[config.mk]
export PLATFORM = sky130hd
export DESIGN_NAME = vscale_hasti_master
export DESIGN_NICKNAME = d
export VERILOG_FILES = /design/src/rtl/vscale_hasti_master_pkg.sv /design/src/rtl/vscale_hasti_master.sv
export SDC_FILE = /design/constraint.sdc
export NUM_CORES = 1
export LEC_CHECK = 0
export CORE_ASPECT_RATIO = 0.6
export CORE_MARGIN = 2
export CORE_UTILIZATION = 45
export CTS_CLUSTER_DIAMETER = 30
export CTS_CLUSTER_SIZE = 30
export DETAILED_ROUTE_END_ITERATION = 12
export PLACE_DENSITY = 0.94
export SLEW_MARGIN = 20
export SYNTH_ARGS = -nofsm -noshare
export SYNTH_HDL_FRONTEND = slang
export SYNTH_SLANG_ARGS = --single-unit
export TNS_END_PERCENT = 30
[constraint.sdc]
create_clock -name hclk -period 2.3 [get_ports hclk]
set_clock_uncertainty 0.2 [all_clocks]
set_input_delay 0.23 -clock hclk [delete_from_list [all_inputs] [get_ports hclk]]
set_output_delay 0.23 -clock hclk [all_outputs]
set_load 0.02 [all_outputs]
[src/rtl/vscale_hasti_master_pkg.sv]
// Shared AHB-Lite (HASTI) bus constants and types for the vscale bus master.
// Every width and encoding used by the master is defined here and nowhere else.
package vscale_hasti_master_pkg;

  localparam int HASTI_BUS_WIDTH   = 32;
  localparam int HASTI_ADDR_WIDTH  = 32;
  localparam int HASTI_SIZE_WIDTH  = 3;
  localparam int HASTI_BURST_WIDTH = 3;
  localparam int HASTI_PROT_WIDTH  = 4;
  localparam int HASTI_TRANS_WIDTH = 2;

  typedef enum logic [HASTI_TRANS_WIDTH-1:0] {
    HASTI_TRANS_IDLE   = 2'b00,
    HASTI_TRANS_BUSY   = 2'b01,
    HASTI_TRANS_NONSEQ = 2'b10,
    HASTI_TRANS_SEQ    = 2'b11
  } hasti_trans_e;

  localparam logic [HASTI_BURST_WIDTH-1:0] HASTI_BURST_SINGLE = 3'd0;

  localparam logic HASTI_RESP_OKAY  = 1'b0;
  localparam logic HASTI_RESP_ERROR = 1'b1;

  localparam logic [HASTI_SIZE_WIDTH-1:0] HASTI_SIZE_BYTE = 3'd0;
  localparam logic [HASTI_SIZE_WIDTH-1:0] HASTI_SIZE_HALF = 3'd1;
  localparam logic [HASTI_SIZE_WIDTH-1:0] HASTI_SIZE_WORD = 3'd2;

  typedef struct packed {
    logic [HASTI_ADDR_WIDTH-1:0] addr;
    logic                        write;
    logic [HASTI_SIZE_WIDTH-1:0] size;
    logic [HASTI_BUS_WIDTH-1:0]  wdata;
  } hasti_ap_t;

  // The master only issues byte, half and word transfers.
  function automatic logic [HASTI_SIZE_WIDTH-1:0] clamp_size(
    input logic [HASTI_SIZE_WIDTH-1:0] size
  );
    return (size > HASTI_SIZE_WORD) ? HASTI_SIZE_WORD : size;
  endfunction

endpackage

[src/rtl/vscale_hasti_master.sv]
// Single-transfer AHB-Lite master: converts a valid/ready client request stream
// into pipelined NONSEQ transfers with an address stage and a data stage.
module vscale_hasti_master
  import vscale_hasti_master_pkg::*;
#(
  parameter logic [HASTI_PROT_WIDTH-1:0] HPROT_VAL = 4'b0011
) (
  input  logic                         hclk,
  input  logic                         hresetn,
  input  logic                         req_valid,
  output logic                         req_ready,
  input  logic [HASTI_ADDR_WIDTH-1:0]  req_addr,
  input  logic                         req_write,
  input  logic [HASTI_SIZE_WIDTH-1:0]  req_size,
  input  logic [HASTI_BUS_WIDTH-1:0]   req_wdata,
  output logic                         resp_valid,
  output logic [HASTI_BUS_WIDTH-1:0]   resp_rdata,
  output logic                         resp_err,
  output logic [HASTI_ADDR_WIDTH-1:0]  haddr,
  output logic                         hwrite,
  output logic [HASTI_SIZE_WIDTH-1:0]  hsize,
  output logic [HASTI_BURST_WIDTH-1:0] hburst,
  output logic                         hmastlock,
  output logic [HASTI_PROT_WIDTH-1:0]  hprot,
  output logic [HASTI_TRANS_WIDTH-1:0] htrans,
  output logic [HASTI_BUS_WIDTH-1:0]   hwdata,
  input  logic [HASTI_BUS_WIDTH-1:0]   hrdata,
  input  logic                         hready,
  input  logic                         hresp
);

  hasti_ap_t                  ap_q, ap_d;
  logic                       ap_valid_q, ap_valid_d;
  logic                       dp_valid_q, dp_valid_d;
  logic                       dp_write_q, dp_write_d;
  logic [HASTI_BUS_WIDTH-1:0] dp_wdata_q, dp_wdata_d;

  logic      cancel;
  logic      advance;
  logic      accept;
  hasti_ap_t req_ap;

  // An ERROR response kills the pending address phase so it can be replayed.
  assign cancel  = dp_valid_q && (hresp == HASTI_RESP_ERROR);
  assign advance = hready && !cancel;

  assign req_ready = !ap_valid_q || advance;
  assign accept    = req_valid && req_ready;
  assign req_ap    = '{addr: req_addr, write: req_write,
                       size: clamp_size(req_size), wdata: req_wdata};

  always_comb begin
    ap_d       = ap_q;
    ap_valid_d = ap_valid_q;
    dp_valid_d = dp_valid_q;
    dp_write_d = dp_write_q;
    dp_wdata_d = dp_wdata_q;
    if (advance) begin
      dp_valid_d = ap_valid_q;
      dp_write_d = ap_q.write;
      dp_wdata_d = ap_q.wdata;
      ap_valid_d = accept;
      if (accept) ap_d = req_ap;
    end else begin
      // Here hready implies the final ERROR cycle: retire the failed transfer.
      if (hready) dp_valid_d = 1'b0;
      if (accept) begin
        ap_valid_d = 1'b1;
        ap_d       = req_ap;
      end
    end
  end

  always_ff @(posedge hclk) begin
    if (!hresetn) begin
      ap_q       <= '0;
      ap_valid_q <= 1'b0;
      dp_valid_q <= 1'b0;
      dp_write_q <= 1'b0;
      dp_wdata_q <= '0;
    end else begin
      ap_q       <= ap_d;
      ap_valid_q <= ap_valid_d;
      dp_valid_q <= dp_valid_d;
      dp_write_q <= dp_write_d;
      dp_wdata_q <= dp_wdata_d;
    end
  end

  assign haddr     = ap_q.addr;
  assign hwrite    = ap_q.write;
  assign hsize     = ap_q.size;
  assign htrans    = (ap_valid_q && !cancel) ? HASTI_TRANS_NONSEQ : HASTI_TRANS_IDLE;
  assign hburst    = HASTI_BURST_SINGLE;
  assign hmastlock = 1'b0;
  assign hprot     = HPROT_VAL;
  assign hwdata    = dp_valid_q ? dp_wdata_q : '0;

  assign resp_valid = dp_valid_q && hready;
  assign resp_err   = resp_valid && (hresp == HASTI_RESP_ERROR);
  assign resp_rdata = (resp_valid && !dp_write_q) ? hrdata : '0;

endmodule
==> results.toml, run 1 <==
[status]
status = "complete, no violations"

[layout]
stdcell_count = 868
fill_cells = 799
final_core_util = 0.669
antennaDiodeCount = 0
nets = 829
drive_gt1_frac = 0.0453
syn_to_final_growth_pct = 46.3

[yosys]
async_reset_ff_frac = 0
synth_top_area_share = 0.430
ys_seq_area_frac = 0.430
syn_avg_cell_area_um2 = 8.43
synth-edff-count = 0
synth.distinct_cells = 21
synth.most_common_cell = "nand2_1"
synth_top_family_by_area = "simple AND/OR/NAND/NOR gates"
synth_seq_cells = 103
yosys.area_share.simple = 0.249
yosys-top-cells-area = "dfxtp_1 (43%), nand2_1 (16%), mux2i_1 (14%), and2_1 (8.5%), buf_4 (7.7%)"
synthMuxAreaShare = 0.142
synth_area_um2 = 4790
yosysWarnings = 0
synthFlopType = "dfxtp_1"
synthAdderAreaFrac = 0
synth_cells = 569
synth_compound_area_frac = 0.0613
synth_top_area_cell = "dfxtp_1"
synth_xor_area_frac = 0
synth_common_cells = "nand2_1 (200), dfxtp_1 (103), mux2i_1 (68), and2_1 (65), buf_4 (49)"

[clocking]
clockBufferDepth = 2
post_cts_buffers = 0
path_clk_slew_ns = 0.07
cts_tree = "yes"
clock_latency_ns = 0.34
postCtsHoldBufs = 0
cts.sinks = 103
clock-root-buffer = "clkbuf_16"
cts_buffers = 9
cts_max_level = 3

[setup_path]
cp.required_ns = 1.87
crit_type = "register to output port"
startpoint = "dp_valid_q"
setup.worst_path.end = "resp_rdata[19]"
path_common_cell = "and2_1"
critical-path-max-stage-delay_ns = 0.35
r2r_start = "dp_valid_q"
cp_num_cells = 5
reg2reg_to = "ap_q[23]"
worst-path-max-fanout = 20
crit_chain = "and2_1 -> nor2b_1 -> buf_4 -> and2_1 -> dlygate4sd2_1"
critPathLaunchType = "register"
cp.arrival_ns = 1.76
critPathTopFamily = "buffers and inverters"
rrSetupSlack_ns = 0.35
cp_slowest_cell = "dfxtp_1"
endpoint_kind = "output port"
critical_path_buf_inv_count = 2
r2r_cells = 6

[job]
maxCapViolCount = 0

[pwr]
power-per-cell-area_nw_per_um2 = 611
comb_power_share = 0.162
finalPower_uw = 4290
p_sw_uw = 1040
p_sw_frac = 0.243
power_frac_seq = 0.451
ir_drop_mv = 0.433
p_leak_uw = 0.00298
intPower_uw = 3250
power_frac_clock = 0.386

[global_route]
grt_pass1_wl_mm = 19.6
grt_pass1_vias = 4108
antenna_found_initial = 0
grt_max_degree = 78
grt_usage = 0.215
grt.overflow.total = 0

[die]
ios = 218
dieArea_um2 = 11500
core_area_um2 = 10500
die_w_um = 137
die_h_um = 84.0
rows = 29
initial_core_util = 0.457

[sta]
slew_violations = 0
setup_viol = 0
timing.fmax_mhz = 456
period_share = 0.954
min_period_ns = 2.19
hold_viol = 0
rsz0062_at_grt = "yes"

[route]
wl_per_cell_um = 13.9
drc_errors = 0
drt_iter0_markers = 194
firstDrtPassIters = 4
routed-via-count = 4093
via_per_inst = 4.72
postRouteAntennaNets = 0
wirelength_mm = 12.1

[placement]
dp_hpwl_mm = 8.91
port_buffers = 208
gp_congestion = 0.742
dpl.cell_count = 852

[min_path]
hold_path_class = "primary input to register"
## power by group through the flow
stage | Combinational [uW] | Sequential, uW | Clock (uW)
after global placement | 682 | 1970 | 0
after CTS | 700 | 1940 | 1700
after detailed placement | 703 | 1980 | 0
after floorplan | 418 | 1960 | 0
final | 696 | 1940 | 1660
after global routing | 751 | 1950 | 1780
## worst min path at each step
stage,startpoint,endpoint,slack (ns),cells past startpoint
after floorplan,req_valid,ap_valid_q,0.17,2
final,hresetn,haddr[12],0.07,3
after CTS,hresetn,haddr[12],0.05,3
after global routing,hresetn,haddr[10],0.08,3
after detailed placement,ap_q[3],ap_q[3],0.25,2
after global placement,hsize[2],hsize[2],0.22,2
## per-layer routing
metal / wire length, um / up-vias / part of all wire / GRT usage
li1: - / 2047 / - / -
met1: 5240 / 1923 / 0.43 / 0.250
met2: 5950 / 112 / 0.49 / 0.382
met3: 796 / 11 / 0.066 / 0.0723
met4: 97 / 0 / 0.0080 / 0.0497
met5: 0 / - / 0 / 0
## kinds of logic after synthesis
| group | count (synthesis) |
|---|---|
| and+or+nand+nor | 272 |
| DFF | 103 |
| buffers and inverters | 85 |
| muxes | 68 |
| AOI/OAI and AO/OA | 39 |
| other | 2 |
## placed cells by master, fill, tap and decap left out, types with 2 or more instances in the layout
cell type / count
clkdlybuf4s50_1: 174
a21boi_0: 33
buf_4: 8
clkbuf_16: 9
buf_12: 6
mux2i_1: 68
bufinv_16: 2
nor2_1: 2
a21boi_4: 2
dfxtp_1: 103
and2_1: 65
inv_6: 2
nor2b_1: 3
dlygate4sd2_1: 32
nand2_1: 200
conb_1: 9
## cell type report
type,instances,area (um^2),share of cell area
multi-input combinational,388,2220,0.317
sequential,103,2060,0.294
timing repair buffer,222,2230,0.318
clock buffer,10,239,0.0341
clock inverter,6,90.1,0.0128
tap,139,174,0.0248
## state kept, by name, summed over array words and instances, names as in the netlist
signal and flops:
hwrite 1, hsize 3, ap_q 32, haddr 32, dp_wdata_q 32, dp_write_q 1, dp_valid_q 1, ap_valid_q 1
## repair_timing
action	CTS	global route
pin swaps	0	0
resized for setup	33	3
endpoints found under the setup margin	33	3
## stage by stage
| step | worst slack (ns) | cell area [um^2] | TNS (ns) | hold WS (ns) |
|---|---|---|---|---|
| floorplan | 0.435 | 4820 | 0 | 0.169 |
| finish | 0.106 | 7020 | 0 | 0.0652 |
| detailed placement | -0.163 | 6720 | -3.40 | 0.247 |
| CTS | 0.0593 | 7010 | 0 | 0.0543 |
| global route | -0.0199 | 7020 | -0.0314 | 0.0806 |
| global placement | -0.0629 | 6720 | -1.37 | 0.218 |
## worst min-delay path, delay by kind of cell
kind                   cells  cell delay (ns)
AND/OR/NAND/NOR            1             0.09
buffers and inverters      1             0.18
multiplexers               1             0.05
(Power assumes the default switching activity.)
==> run 2, diff against run 1 <==
--- a/config.mk
+++ b/config.mk
@@ -16,4 +16,4 @@
 export SYNTH_ARGS = -nofsm -noshare
 export SYNTH_HDL_FRONTEND = slang
 export SYNTH_SLANG_ARGS = --single-unit
-export TNS_END_PERCENT = 30
+export TNS_END_PERCENT = 50
==> results of run 2 <==
No change in the layout: final DEF, timing and power equal those of run 1.
==> run 3, diff against run 2 <==
--- a/config.mk
+++ b/config.mk
@@ -5,7 +5,7 @@
 export SDC_FILE = /design/constraint.sdc
 export NUM_CORES = 1
 export LEC_CHECK = 0
-export CORE_ASPECT_RATIO = 0.6
+export CORE_ASPECT_RATIO = 1.1
 export CORE_MARGIN = 2
 export CORE_UTILIZATION = 45
 export CTS_CLUSTER_DIAMETER = 30
@@ -16,4 +16,3 @@
 export SYNTH_ARGS = -nofsm -noshare
 export SYNTH_HDL_FRONTEND = slang
 export SYNTH_SLANG_ARGS = --single-unit
-export TNS_END_PERCENT = 50
==> results.toml, run 3 (same netlist as run 1, synthesis figures left out) <==
[layout]
syn_to_final_growth_pct = 46.9
drive_gt1_frac = 0.0453
nets = 830
stdcell_count = 872
fill_cells = 822
final_cell_mix = "nand2_1 (200), clkdlybuf4s50_1 (174), dfxtp_1 (103)"
final_core_util = 0.678
layout_commonest_cell = "nand2_1"
antennaDiodeCount = 0

[setup_path]
worst-path-max-fanout = 32
rrSetupSlack_ns = 0.46
cp_slowest_cell = "dfxtp_1"
crit_chain = "and2_1 -> nor2b_1 -> buf_6 -> and2_1 -> dlygate4sd2_1"
cp.arrival_ns = 1.75
critPathLaunchType = "register"
endpoint_kind = "output port"
path_common_cell = "and2_1"
crit_type = "register to output port"
r2r_cells = 6
critical-path-max-stage-delay_ns = 0.39
r2r_start = "dp_valid_q"
reg2reg_to = "haddr[1]"
cp.required_ns = 1.87

[clocking]
path_clk_slew_ns = 0.07
post_cts_buffers = 0
postCtsHoldBufs = 0
cts_max_level = 3
clock_latency_ns = 0.33
clock-root-buffer = "clkbuf_16"
cts_tree = "yes"
clockBufferDepth = 2
cts.sinks = 103
cts_buffers = 9

[placement]
dp_hpwl_mm = 9.50
port_buffers = 208
gp_congestion = 0.776
dpl.cell_count = 857

[die]
die_h_um = 112
core_area_um2 = 10400
rows = 39
initial_core_util = 0.461
ios = 218
die_w_um = 102
dieArea_um2 = 11500

[sta]
hold_slack_ns = 0.159
slew_violations = 0
timing.fmax_mhz = 458
rsz0062_at_grt = "no"
setup_viol = 0
min_period_ns = 2.18
period_share = 0.949
setup_tns_ns = 0
hold_viol = 0

[global_route]
grt.overflow.total = 0
grt_max_degree = 75
grt_usage = 0.213
antenna_found_initial = 0
grt_pass1_vias = 4068
grt_pass1_wl_mm = 19.2

[route]
wirelength_mm = 12.6
via_per_inst = 4.68
routed-via-count = 4079
wl_per_cell_um = 14.5
firstDrtPassIters = 4
drc_errors = 0
drt_iter0_markers = 115
postRouteAntennaNets = 0

[pwr]
ir_drop_mv = 0.414
power_frac_seq = 0.454
p_leak_uw = 0.00299
intPower_uw = 3250
comb_power_share = 0.167
p_sw_uw = 1020
power-per-cell-area_nw_per_um2 = 605
power_frac_clock = 0.378
p_sw_frac = 0.238

[min_path]
hold_path_class = "primary input to register"
holdPathEnd = "hsize[2]"
hold_depth = 3
hold_start = "hresetn"

[status]
status = "complete, no violations"

[job]
maxCapViolCount = 0
[run 3: timing repair]
| item | 4_1_cts | 5_1_grt |
|---|---|---|
| endpoints found under the setup margin | 32 | 9 |
| cloned | 0 | 0 |
| resized for setup | 33 | 2 |
[run 3: critical path: cells and delay by family, from the launching register on]
family                 cells  cell delay, ns
buffers and inverters      2            0.54
AND/OR/NAND/NOR            3            0.49
flip-flops                 1            0.39
[run 3: per-stage QoR]
step	setup slack [ns]	power (uW)	cell area, um^2
6_report	0.116	4260	7050
5_1_grt	0.0322	4450	7050
4_1_cts	0.0550	4310	7040
3_5_place_dp	-0.152	2700	6760
3_3_place_gp	-0.0826	2680	6760
2_1_floorplan	0.435	2380	4820
[run 3: layout make-up]
cell class | instances | area, um^2 | share of cell area
clock buffers | 10 | 239 | 0.0339
clock inverters | 5 | 81.3 | 0.0115
multi-input cells | 388 | 2220 | 0.315
flip-flops and latches | 103 | 2060 | 0.293
well taps | 143 | 179 | 0.0254
repair buffers | 223 | 2260 | 0.321
[run 3: how the worst max path moves through the flow]
stage                     from             end  slack (ns)
finish              dp_valid_q  resp_rdata[24]        0.12
global route        dp_valid_q  resp_rdata[24]        0.03
CTS                     hready       req_ready        0.06
detailed placement      hready  resp_rdata[24]       -0.15
global placement        hready  resp_rdata[14]       -0.08
floorplan           dp_valid_q   resp_rdata[0]        0.44
[run 3: power groups by stage]
stage | registers (uW) | clock network, uW | logic, uW
final | 1940 | 1610 | 714
after global routing | 1950 | 1730 | 766
after CTS | 1940 | 1650 | 719
after floorplan | 1960 | 0 | 418
after global placement | 1970 | 0 | 707
after detailed placement | 1980 | 0 | 722
[run 3: per-layer routing]
| metal | routed length [um] | track usage | up-vias |
|---|---|---|---|
| met1 | 4750 | 0.213 | 1850 |
| met5 | 0 | 0 | - |
| met4 | 255 | 0.0658 | 0 |
| met3 | 1100 | 0.0716 | 16 |
| met2 | 6540 | 0.407 | 162 |
| li1 | - | - | 2051 |
